[src/rtl/dtw_result_collector_pkg.sv]
// Shared definitions for the DTW result collector: FSM encoding, record word indices, record type.
// Default widths here are the parameter defaults of the collector and its interface.
// No logic; types and constants only.
package dtw_pkg;

  localparam int DTW_DWIDTH = 16;
  localparam int AXI_DWIDTH = 32;

  // Collector FSM: fetch one FIFO word, capture it, emit after the last word.
  typedef enum logic [1:0] {
    FETCH   = 2'd0,
    CAPTURE = 2'd1,
    EMIT    = 2'd2
  } dtw_state_e;

  // Position of each word inside a serialised result record.
  localparam logic [1:0] WORD_QID    = 2'd0;
  localparam logic [1:0] WORD_POS    = 2'd1;
  localparam logic [1:0] WORD_MINVAL = 2'd2;
  localparam int         RES_WORDS   = 3;

  // One reassembled and classified result.
  typedef struct packed {
    logic [AXI_DWIDTH-1:0] qid;
    logic [AXI_DWIDTH-1:0] position;
    logic [DTW_DWIDTH-1:0] minval;
    logic                  hit;
  } dtw_result_t;

endpackage

[src/rtl/dtw_result_collector_if.sv]
// Bundle between the collector and its neighbours: result-FIFO read port plus the record output stream.
// master = collector side (drives rden and out_*), slave = FIFO/host side (drives empty, data, out_ready).
// Pure wiring, no latency; out_ready is the only backpressure signal.
interface dtw_result_collector_if
  import dtw_pkg::*;
#(
  parameter int dtw_dwidth = DTW_DWIDTH,
  parameter int axi_dwidth = AXI_DWIDTH
);
  logic                  res_fifo_rden;
  logic                  res_fifo_empty;
  logic [axi_dwidth-1:0] res_fifo_data;
  logic                  out_valid;
  logic                  out_ready;
  logic [axi_dwidth-1:0] out_qid;
  logic [axi_dwidth-1:0] out_position;
  logic [dtw_dwidth-1:0] out_minval;
  logic                  out_hit;

  modport master (
    output res_fifo_rden,
    input  res_fifo_empty,
    input  res_fifo_data,
    output out_valid,
    output out_qid,
    output out_position,
    output out_minval,
    output out_hit,
    input  out_ready
  );

  modport slave (
    input  res_fifo_rden,
    output res_fifo_empty,
    output res_fifo_data,
    input  out_valid,
    input  out_qid,
    input  out_position,
    input  out_minval,
    input  out_hit,
    output out_ready
  );
endinterface

[src/rtl/dtw_sat_counter.sv]
// Saturating up-counter with synchronous clear; used for hit/miss statistics.
// Ports: clk, rst (async active-high), en (count this cycle), clr (zero, wins over en), count.
// One-cycle latency from en/clr to count; holds at all-ones instead of wrapping.
module dtw_sat_counter #(
  parameter int width = 32
) (
  input  logic             clk,
  input  logic             rst,
  input  logic             en,
  input  logic             clr,
  output logic [width-1:0] count
);
  localparam logic [width-1:0] ONE = {{(width-1){1'b0}}, 1'b1};
  localparam logic [width-1:0] MAX = {width{1'b1}};

  logic [width-1:0] count_q, count_d;

  always_comb begin
    count_d = count_q;
    if (clr) begin
      count_d = '0;
    end else if (en && (count_q != MAX)) begin
      count_d = count_q + ONE;
    end
  end

  always_ff @(posedge clk or posedge rst) begin
    if (rst) count_q <= '0;
    else     count_q <= count_d;
  end

  assign count = count_q;
endmodule

[src/rtl/dtw_result_collector.sv]
// Drains the DTW sink FIFO, rebuilds {qid, position, minval} records, flags minval <= threshold, emits on valid/ready.
// Ports: clk, rst (async active-high), res_if (FIFO read + record stream), threshold, clear, frame_err, hit_count, miss_count.
// Latency: 2 cycles per word, out_valid on the edge ending the third capture; no FIFO reads while a record waits on out_ready.
// Optional: DTW_RESULT_STATS_EN enables saturating hit/miss counters; otherwise they read 0.
module dtw_result_collector
  import dtw_pkg::*;
#(
  parameter int dtw_dwidth = DTW_DWIDTH,
  parameter int axi_dwidth = AXI_DWIDTH
) (
  input  logic                  clk,
  input  logic                  rst,
  dtw_result_collector_if.master res_if,
  input  logic [dtw_dwidth-1:0] threshold,
  input  logic                  clear,
  output logic                  frame_err,
  output logic [axi_dwidth-1:0] hit_count,
  output logic [axi_dwidth-1:0] miss_count
);

  dtw_state_e            state_q, state_d;
  logic [1:0]            idx_q, idx_d;
  logic [axi_dwidth-1:0] qid_q, qid_d;
  logic [axi_dwidth-1:0] pos_q, pos_d;
  logic [dtw_dwidth-1:0] minval_q, minval_d;
  logic                  hit_q, hit_d;
  logic                  valid_q, valid_d;
  logic                  frame_err_q, frame_err_d;
  logic                  rden;

  // State register.
  always_ff @(posedge clk or posedge rst) begin
    if (rst) state_q <= FETCH;
    else     state_q <= state_d;
  end

  // Next state. An empty FIFO simply parks the FSM in FETCH with idx untouched.
  always_comb begin
    state_d = state_q;
    case (state_q)
      FETCH:   if (!res_if.res_fifo_empty) state_d = CAPTURE;
      CAPTURE: state_d = (idx_q == WORD_MINVAL) ? EMIT : FETCH;
      EMIT:    if (res_if.out_ready) state_d = FETCH;
      default: state_d = FETCH;
    endcase
  end

  // Outputs and datapath next values.
  always_comb begin
    rden        = (state_q == FETCH) && !res_if.res_fifo_empty;
    idx_d       = idx_q;
    qid_d       = qid_q;
    pos_d       = pos_q;
    minval_d    = minval_q;
    hit_d       = hit_q;
    valid_d     = valid_q;
    frame_err_d = frame_err_q;

    if (state_q == CAPTURE) begin
      case (idx_q)
        WORD_QID: qid_d = res_if.res_fifo_data;
        WORD_POS: pos_d = res_if.res_fifo_data;
        default: begin
          // Upper bits of the minval word must be zero; anything else means the
          // stream is out of frame, but the truncated record is still delivered.
          minval_d = res_if.res_fifo_data[dtw_dwidth-1:0];
          hit_d    = (res_if.res_fifo_data[dtw_dwidth-1:0] <= threshold);
          valid_d  = 1'b1;
          if (|res_if.res_fifo_data[axi_dwidth-1:dtw_dwidth]) frame_err_d = 1'b1;
        end
      endcase
      idx_d = (idx_q == WORD_MINVAL) ? WORD_QID : idx_q + 2'd1;
    end

    if ((state_q == EMIT) && res_if.out_ready) valid_d = 1'b0;

    // clear beats a coincident frame error.
    if (clear) frame_err_d = 1'b0;
  end

  always_ff @(posedge clk or posedge rst) begin
    if (rst) begin
      idx_q       <= WORD_QID;
      qid_q       <= '0;
      pos_q       <= '0;
      minval_q    <= '0;
      hit_q       <= 1'b0;
      valid_q     <= 1'b0;
      frame_err_q <= 1'b0;
    end else begin
      idx_q       <= idx_d;
      qid_q       <= qid_d;
      pos_q       <= pos_d;
      minval_q    <= minval_d;
      hit_q       <= hit_d;
      valid_q     <= valid_d;
      frame_err_q <= frame_err_d;
    end
  end

  assign res_if.res_fifo_rden = rden;
  assign res_if.out_valid     = valid_q;
  assign res_if.out_qid       = qid_q;
  assign res_if.out_position  = pos_q;
  assign res_if.out_minval    = minval_q;
  assign res_if.out_hit       = hit_q;
  assign frame_err            = frame_err_q;

`ifdef DTW_RESULT_STATS_EN
  logic accept;
  assign accept = valid_q && res_if.out_ready;

  dtw_sat_counter #(.width(axi_dwidth)) u_hit_cnt (
    .clk   (clk),
    .rst   (rst),
    .en    (accept && hit_q),
    .clr   (clear),
    .count (hit_count)
  );

  dtw_sat_counter #(.width(axi_dwidth)) u_miss_cnt (
    .clk   (clk),
    .rst   (rst),
    .en    (accept && !hit_q),
    .clr   (clear),
    .count (miss_count)
  );
`else
  assign hit_count  = '0;
  assign miss_count = '0;
`endif

endmodule

[src/flat_wrapper.sv]
// flat-port wrapper written by rule: the top's interface ports become plain ports
module dtw_result_collector_flat import dtw_pkg::*;
#(
  parameter int dtw_dwidth = DTW_DWIDTH,
  parameter int axi_dwidth = AXI_DWIDTH
)
  (clk, rst, threshold, clear, frame_err, hit_count, miss_count, res_if_res_fifo_rden, res_if_res_fifo_empty, res_if_res_fifo_data, res_if_out_valid, res_if_out_qid, res_if_out_position, res_if_out_minval, res_if_out_hit, res_if_out_ready);
  dtw_result_collector_if #(.dtw_dwidth(dtw_dwidth), .axi_dwidth(axi_dwidth)) res_if_i ();
  input  logic clk;
  input  logic rst;
  input  logic [dtw_dwidth-1:0] threshold;
  input  logic clear;
  output logic frame_err;
  output logic [axi_dwidth-1:0] hit_count;
  output logic [axi_dwidth-1:0] miss_count;
  output wire logic [$bits(res_if_i.res_fifo_rden)-1:0] res_if_res_fifo_rden;
  input wire logic [$bits(res_if_i.res_fifo_empty)-1:0] res_if_res_fifo_empty;
  input wire logic [$bits(res_if_i.res_fifo_data)-1:0] res_if_res_fifo_data;
  output wire logic [$bits(res_if_i.out_valid)-1:0] res_if_out_valid;
  output wire logic [$bits(res_if_i.out_qid)-1:0] res_if_out_qid;
  output wire logic [$bits(res_if_i.out_position)-1:0] res_if_out_position;
  output wire logic [$bits(res_if_i.out_minval)-1:0] res_if_out_minval;
  output wire logic [$bits(res_if_i.out_hit)-1:0] res_if_out_hit;
  input wire logic [$bits(res_if_i.out_ready)-1:0] res_if_out_ready;
  assign res_if_res_fifo_rden = res_if_i.res_fifo_rden;
  assign res_if_i.res_fifo_empty = res_if_res_fifo_empty;
  assign res_if_i.res_fifo_data = res_if_res_fifo_data;
  assign res_if_out_valid = res_if_i.out_valid;
  assign res_if_out_qid = res_if_i.out_qid;
  assign res_if_out_position = res_if_i.out_position;
  assign res_if_out_minval = res_if_i.out_minval;
  assign res_if_out_hit = res_if_i.out_hit;
  assign res_if_i.out_ready = res_if_out_ready;
  dtw_result_collector #(.dtw_dwidth(dtw_dwidth), .axi_dwidth(axi_dwidth)) u_core (.clk(clk), .rst(rst), .res_if(res_if_i), .threshold(threshold), .clear(clear), .frame_err(frame_err), .hit_count(hit_count), .miss_count(miss_count));
endmodule
[config.mk]
export PLATFORM = sky130hd
export DESIGN_NAME = dtw_result_collector_flat
export DESIGN_NICKNAME = d
export VERILOG_FILES = /design/src/rtl/dtw_result_collector_pkg.sv /design/src/rtl/dtw_result_collector_if.sv /design/src/rtl/dtw_sat_counter.sv /design/src/rtl/dtw_result_collector.sv /design/src/flat_wrapper.sv
export SDC_FILE = /design/constraint.sdc
export NUM_CORES = 1
export LEC_CHECK = 0
export BUFFER_PORTS_ARGS = -buffer_cell sky130_fd_sc_hd__buf_4
export CAP_MARGIN = 40
export CELL_PAD_IN_SITES_DETAIL_PLACEMENT = 0
export CELL_PAD_IN_SITES_GLOBAL_PLACEMENT = 1
export CORE_AREA = 5 5 114 143
export DETAILED_ROUTE_END_ITERATION = 6
export DIE_AREA = 0 0 119 148
export PLACE_DENSITY = 0.73
export RECOVER_POWER = 100
export SLEW_MARGIN = 30
export SYNTH_ARGS = -nofsm -noshare
export SYNTH_HDL_FRONTEND = slang
export SYNTH_SLANG_ARGS = --single-unit
[constraint.sdc]
create_clock -name clk -period 5.6 [get_ports clk]
set_clock_uncertainty 0.05 [all_clocks]
set_input_delay 0.28 -clock clk [delete_from_list [all_inputs] [get_ports clk]]
set_output_delay 0.28 -clock clk [all_outputs]
set_load 0.005 [all_outputs]
Yosys cells after proc, flatten, opt, wreduce, memory -nomap -nowiden
Index checks and enable logic that the tools add are counted.

Register bits: 87. Latch bits: 0. Bits in writable memories: 0. Memory bits (read-only): 0. Input port bits: 53. Output and inout bits: 148. Word-level logic and storage cells: 47. Memories: 0.

$add $sub $neg: 1. Multiply operators: 0. Div/mod/pow operators: 0. Magnitude comparators: 1. Equality and inequality tests: 8. Shifts and indexed selects: 0. Mux-type cells: 12. Bitwise gates (word level): 1. Reductions and logical operators: 16.

Operators with widths (number): $le A16 B16 Y1 (1); $reduce_or A16 Y1 (1); $reduce_and A2 Y1 (5); $mux W2 (4); $mux W1 (7); $pmux W2 S3 (1); $reduce_bool A2 Y1 (3); $eq A2 B1 Y1 const B (2); $eq A2 B2 Y1 const B (2); $logic_not A2 Y1 (2); $ne A2 B1 Y1 const B (2); $ne A2 B2 Y1 const B (2); $reduce_and A3 Y1 (1); $add A2 B1 Y2 const B (1); $logic_and A1 B1 Y1 (2); $reduce_or A2 Y1 (1); $logic_not A1 Y1 (1); $not A1 Y1 (1).

Depth between registers and ports, before layout
Depth in word-level cells: 5. Mapped depth: 7. Gate-level depth less buffers: 7.

Least setup slack after synthesis
Ideal clock, no wire load.

Kind: register -> register. Start point: reg u_core.state_q[1]. End point: reg u_core.qid_q[10] (netlist: u_core.res_if.out_qid[10]). Library setup time: 0.125 ns. Data arrival time: 1.466 ns. Required time: 5.425 ns. Path slack: 3.960 ns. Cell stages (with the launch flop): 6. Buffers on the path: 1. Clock period less this slack: 1.640 ns. Cell sequence: dfrtp_1 -> inv_1 -> nand2_1 -> nor3_2 -> buf_4 -> mux2_2.

Longest elaborated chain between the ends: 2.

RTL lines: from (decl) (RTL line dtw_result_collector.sv:21) `dtw_state_e state_q, state_d;`; from (signal assigned) (RTL line dtw_result_collector.sv:34) `else state_q <= state_d;`; $eq A2 B1 Y1 (RTL line dtw_result_collector.sv:59) `if (state_q == CAPTURE) begin`; $reduce_and A2 Y1 (no line); to (signal assigned) (RTL line dtw_result_collector.sv:92) `qid_q <= qid_d;`; to (decl) (RTL line dtw_result_collector.sv:23) `logic [axi_dwidth-1:0] qid_q, qid_d;`.

Every way passes these cells. A chain may end at the register's enable or synchronous reset.

Worst setup path in the final report
Start point: reg u_core.state_q[1]. End point: reg u_core.pos_q[20] (netlist: u_core.res_if.out_position[20]).

Longest elaborated chain between the ends: 2.

RTL lines: $eq A2 B1 Y1 (RTL line dtw_result_collector.sv:59); $reduce_and A2 Y1 (no line); to (signal assigned) (RTL line dtw_result_collector.sv:93) `pos_q <= pos_d;`; to (decl) (RTL line dtw_result_collector.sv:24) `logic [axi_dwidth-1:0] pos_q, pos_d;`.

Every way passes these cells.

==> run_results.csv <==
group,metric,value,unit
run_status,status,"finished with violations",
run_status,violations,"capacitance limit, slew limit",
cts,cts_resized,0,
synthesis,ys_seq_area_share,51.99,%
synthesis,synth_seq_cells,87,
cts,cts_tree,"built",
floorplanning,rows,50,
min_path,hp-class,"in2reg",
final_layout,final_common_cell,"dfrtp_1",
timing,rsz0062_at_grt,"false",
timing,fmax,0.2919,GHz
routing,drc_errors,0,
synthesis,synth_area,4188,µm²
final_layout,n_antenna_cell,0,
final_layout,regArea,2177,µm²
floorplanning,io_pins,201,
cts,clockBufferDepth,2,
timing,fin_crit_sh,61.19,%
setup_path,r2r_cells,5,
global_route,antenna_found_initial,0,
placed_design,pre_cts_ws,3256,ps
routing,drt_iter0_markers,101,
setup_path,cp-end-kind,"flip-flop",
cts,hold_buffers,1,
setup_path,regToRegSetupSlack,2170,ps
routing,drt_wl_total,11.00,mm
cts,cts_buffers,9,
timing,setup-violations-final,0,
setup_path,path_max_fanout,27,
min_path,hold_depth,2,
final_layout,nFillCells,1509,
final_layout,final_cell_mix,"dfrtp_1 (87), mux2_2 (64), conb_1 (64)",
cts,cts_setup_buffers,0,
power,ir_drop,0.1966,mV
floorplanning,dieArea,17610,µm²
timing,fin_crit,3426,ps
power,p_per_area,508.5,nW/µm²
routing,dr_wl_met3,933,µm
setup_path,r2r_start,"u_core.state_q[1]",
min_path,hp-start,"clear",
timing,worst_slew_pin_slew,1881,ps
timing,finalMaxSlewViolations,80,
synthesis,yosysWarnings,0,
placed_design,gp_congestion,0.7422,
setup_path,cp-start-kind,"flip-flop",
placed_design,hpwl,8.544,mm
setup_path,worstSetupPathType,"reg2reg",
timing,worst_slack,2174,ps
routing,wl_per_cell,16.15,µm
routing,wl_met2,5.791,mm
synthesis,post_synth_inst_count,354,
routing,vias_per_cell,4.288,
synthesis,syn_area_per_cell,11.83,µm²
floorplanning,core,14760,µm²
min_path,holdPathEnd,"u_core.frame_err",
synthesis,ys_types,32,
final_layout,drive_above_1_share,39.48,%
routing,top_layer,"met4",
routing,vias,2920,
cts,cts_root_buffer,"clkbuf_16",
routing,wl_met1,4.150,mm
cts,clk_latency,330,ps
placed_design,io_buffers,136,
synthesis,synth_edf_count,0,
final_layout,area_delta_synth_final,28.00,%
floorplanning,start_util,28.36,%
setup_path,required,5760,ps
timing,max_slew_margin,-26.36,%
floorplanning,chipHeight,148,µm
synthesis,synthArstFlopShare,100.0,%
setup_path,reg2reg_to,"u_core.res_if.out_position[20]",
global_route,grt_usage,12.37,%
floorplanning,die_w,119,µm
global_route,grt_first_pass_wirelength,17.31,mm
timing,tns,0,ps
global_route,grt_max_degree,50,
synthesis,ys.flop_type,"dfrtp_1",
final_layout,multi_input_area,1615,µm²
flow_run,max_cap_violations,3,
routing,final_antenna_net_count,0,
timing,hold_violations,0,
routing,firstDrtPassIters,4,
final_layout,fin_area,5360,µm²
global_route,gr-total-overflow,0,
final_layout,final_nets,564,
global_route,grt_pass1_vias,3209,
placed_design,place_area,5167,µm²
cts,clk_pin_slew,60,ps
cts,cts.sinks,87,
setup_path,cp.arrival,3590,ps
cts,cts.htree.levels,3,
power,p_leak,0.002647,µW
## per-stage QoR
step | hold slack (ps) | power, µW | cells | utilization (%)
floorplan | 296.4 | 1634 | 417 | -
global placement | 317.1 | 2225 | 665 | 35.00
detailed placement | 314.8 | 2266 | 665 | 35.00
CTS | 27.10 | 2876 | 681 | 37.08
global route | 24.58 | 2931 | 681 | 36.31
finish | 42.66 | 2726 | 681 | 36.31
## area by class of cell
class,count,area share [%]
Sequential cell,87,40.62
Multi-Input combinational cell,237,30.14
Timing Repair Buffer,141,18.11
Clock buffer,10,4.458
Tap cell,182,4.248
Inverter,19,1.354
Clock inverter,5,1.074
## state kept, by name, indices dropped and copies added, names as in the netlist
signal,flops
u_core.res_if.out_valid,1
u_core.res_if.out_position,32
u_core.res_if.out_minval,16
u_core.state_q,2
u_core.res_if.out_hit,1
u_core.idx_q,2
u_core.res_if.out_qid,32
u_core.frame_err,1
## synthesized netlist by cell type, drive strengths merged, types with 2 or more instances
cell type	number	area share (%)
dfrtp	87	52
a21o	3	0.54
nand4	3	0.45
nor3	4	0.60
inv	18	1.6
nor2	2	0.18
nor4	5	0.75
buf	72	13
nand3	3	0.36
a21oi	8	0.96
nand2	52	4.7
clkbuf	2	0.21
mux2	64	17
ha	16	4.8
## worst max-delay path by stage
stage	start	endpoint	slack (ps)	depth (start not counted)
2_1_floorplan	rst	u_core.frame_err	3020	1
3_3_place_gp	u_core.state_q[1]	u_core.res_if.out_qid[12]	3300	5
3_5_place_dp	u_core.state_q[1]	u_core.res_if.out_qid[25]	3260	5
4_1_cts	u_core.state_q[1]	u_core.res_if.out_qid[25]	3250	5
5_1_grt	u_core.state_q[1]	u_core.res_if.out_position[22]	1940	5
6_report	u_core.state_q[1]	u_core.res_if.out_position[20]	2170	5
## critical path: stages, from the launching register on
cell	delay [ps]
dfrtp_1	420
inv_1	120
nand2_1	110
nor3b_1	860
clkbuf_1	1300
mux2_2	440
## kinds of logic (layout without fill, tap and decap cells)
logic type / count (synthesis) / after routing / share of synthesized area (%)
AO/OA/AOI/OAI: 18 / 18 / 2.868
adder cells (fa/ha/maj): 16 / 16 / 4.780
buffers and inverters: 93 / 175 / 14.70
flip-flops: 87 / 87 / 51.99
multiplexers: 64 / 64 / 17.21
other: 1 / 64 / 0.08955
AND/OR/NAND/NOR: 75 / 75 / 8.366
## power by group
| part | switching (µW) | internal, µW | total, µW |
|---|---|---|---|
| clock | 240 | 356 | 597 |
| combinational | 416 | 591 | 1010 |
| sequential | 179 | 944 | 1120 |
| total | 835 | 1890 | 2730 |
## routing by layer
metal  GRT usage, %  vias to the layer above
li1               -                     1342
met1          13.22                     1426
met2          22.86                      143
met3          4.822                        9
met4          2.841                        0
met5              0                        -
No activity file was read; power rests on OpenSTA's default activity.
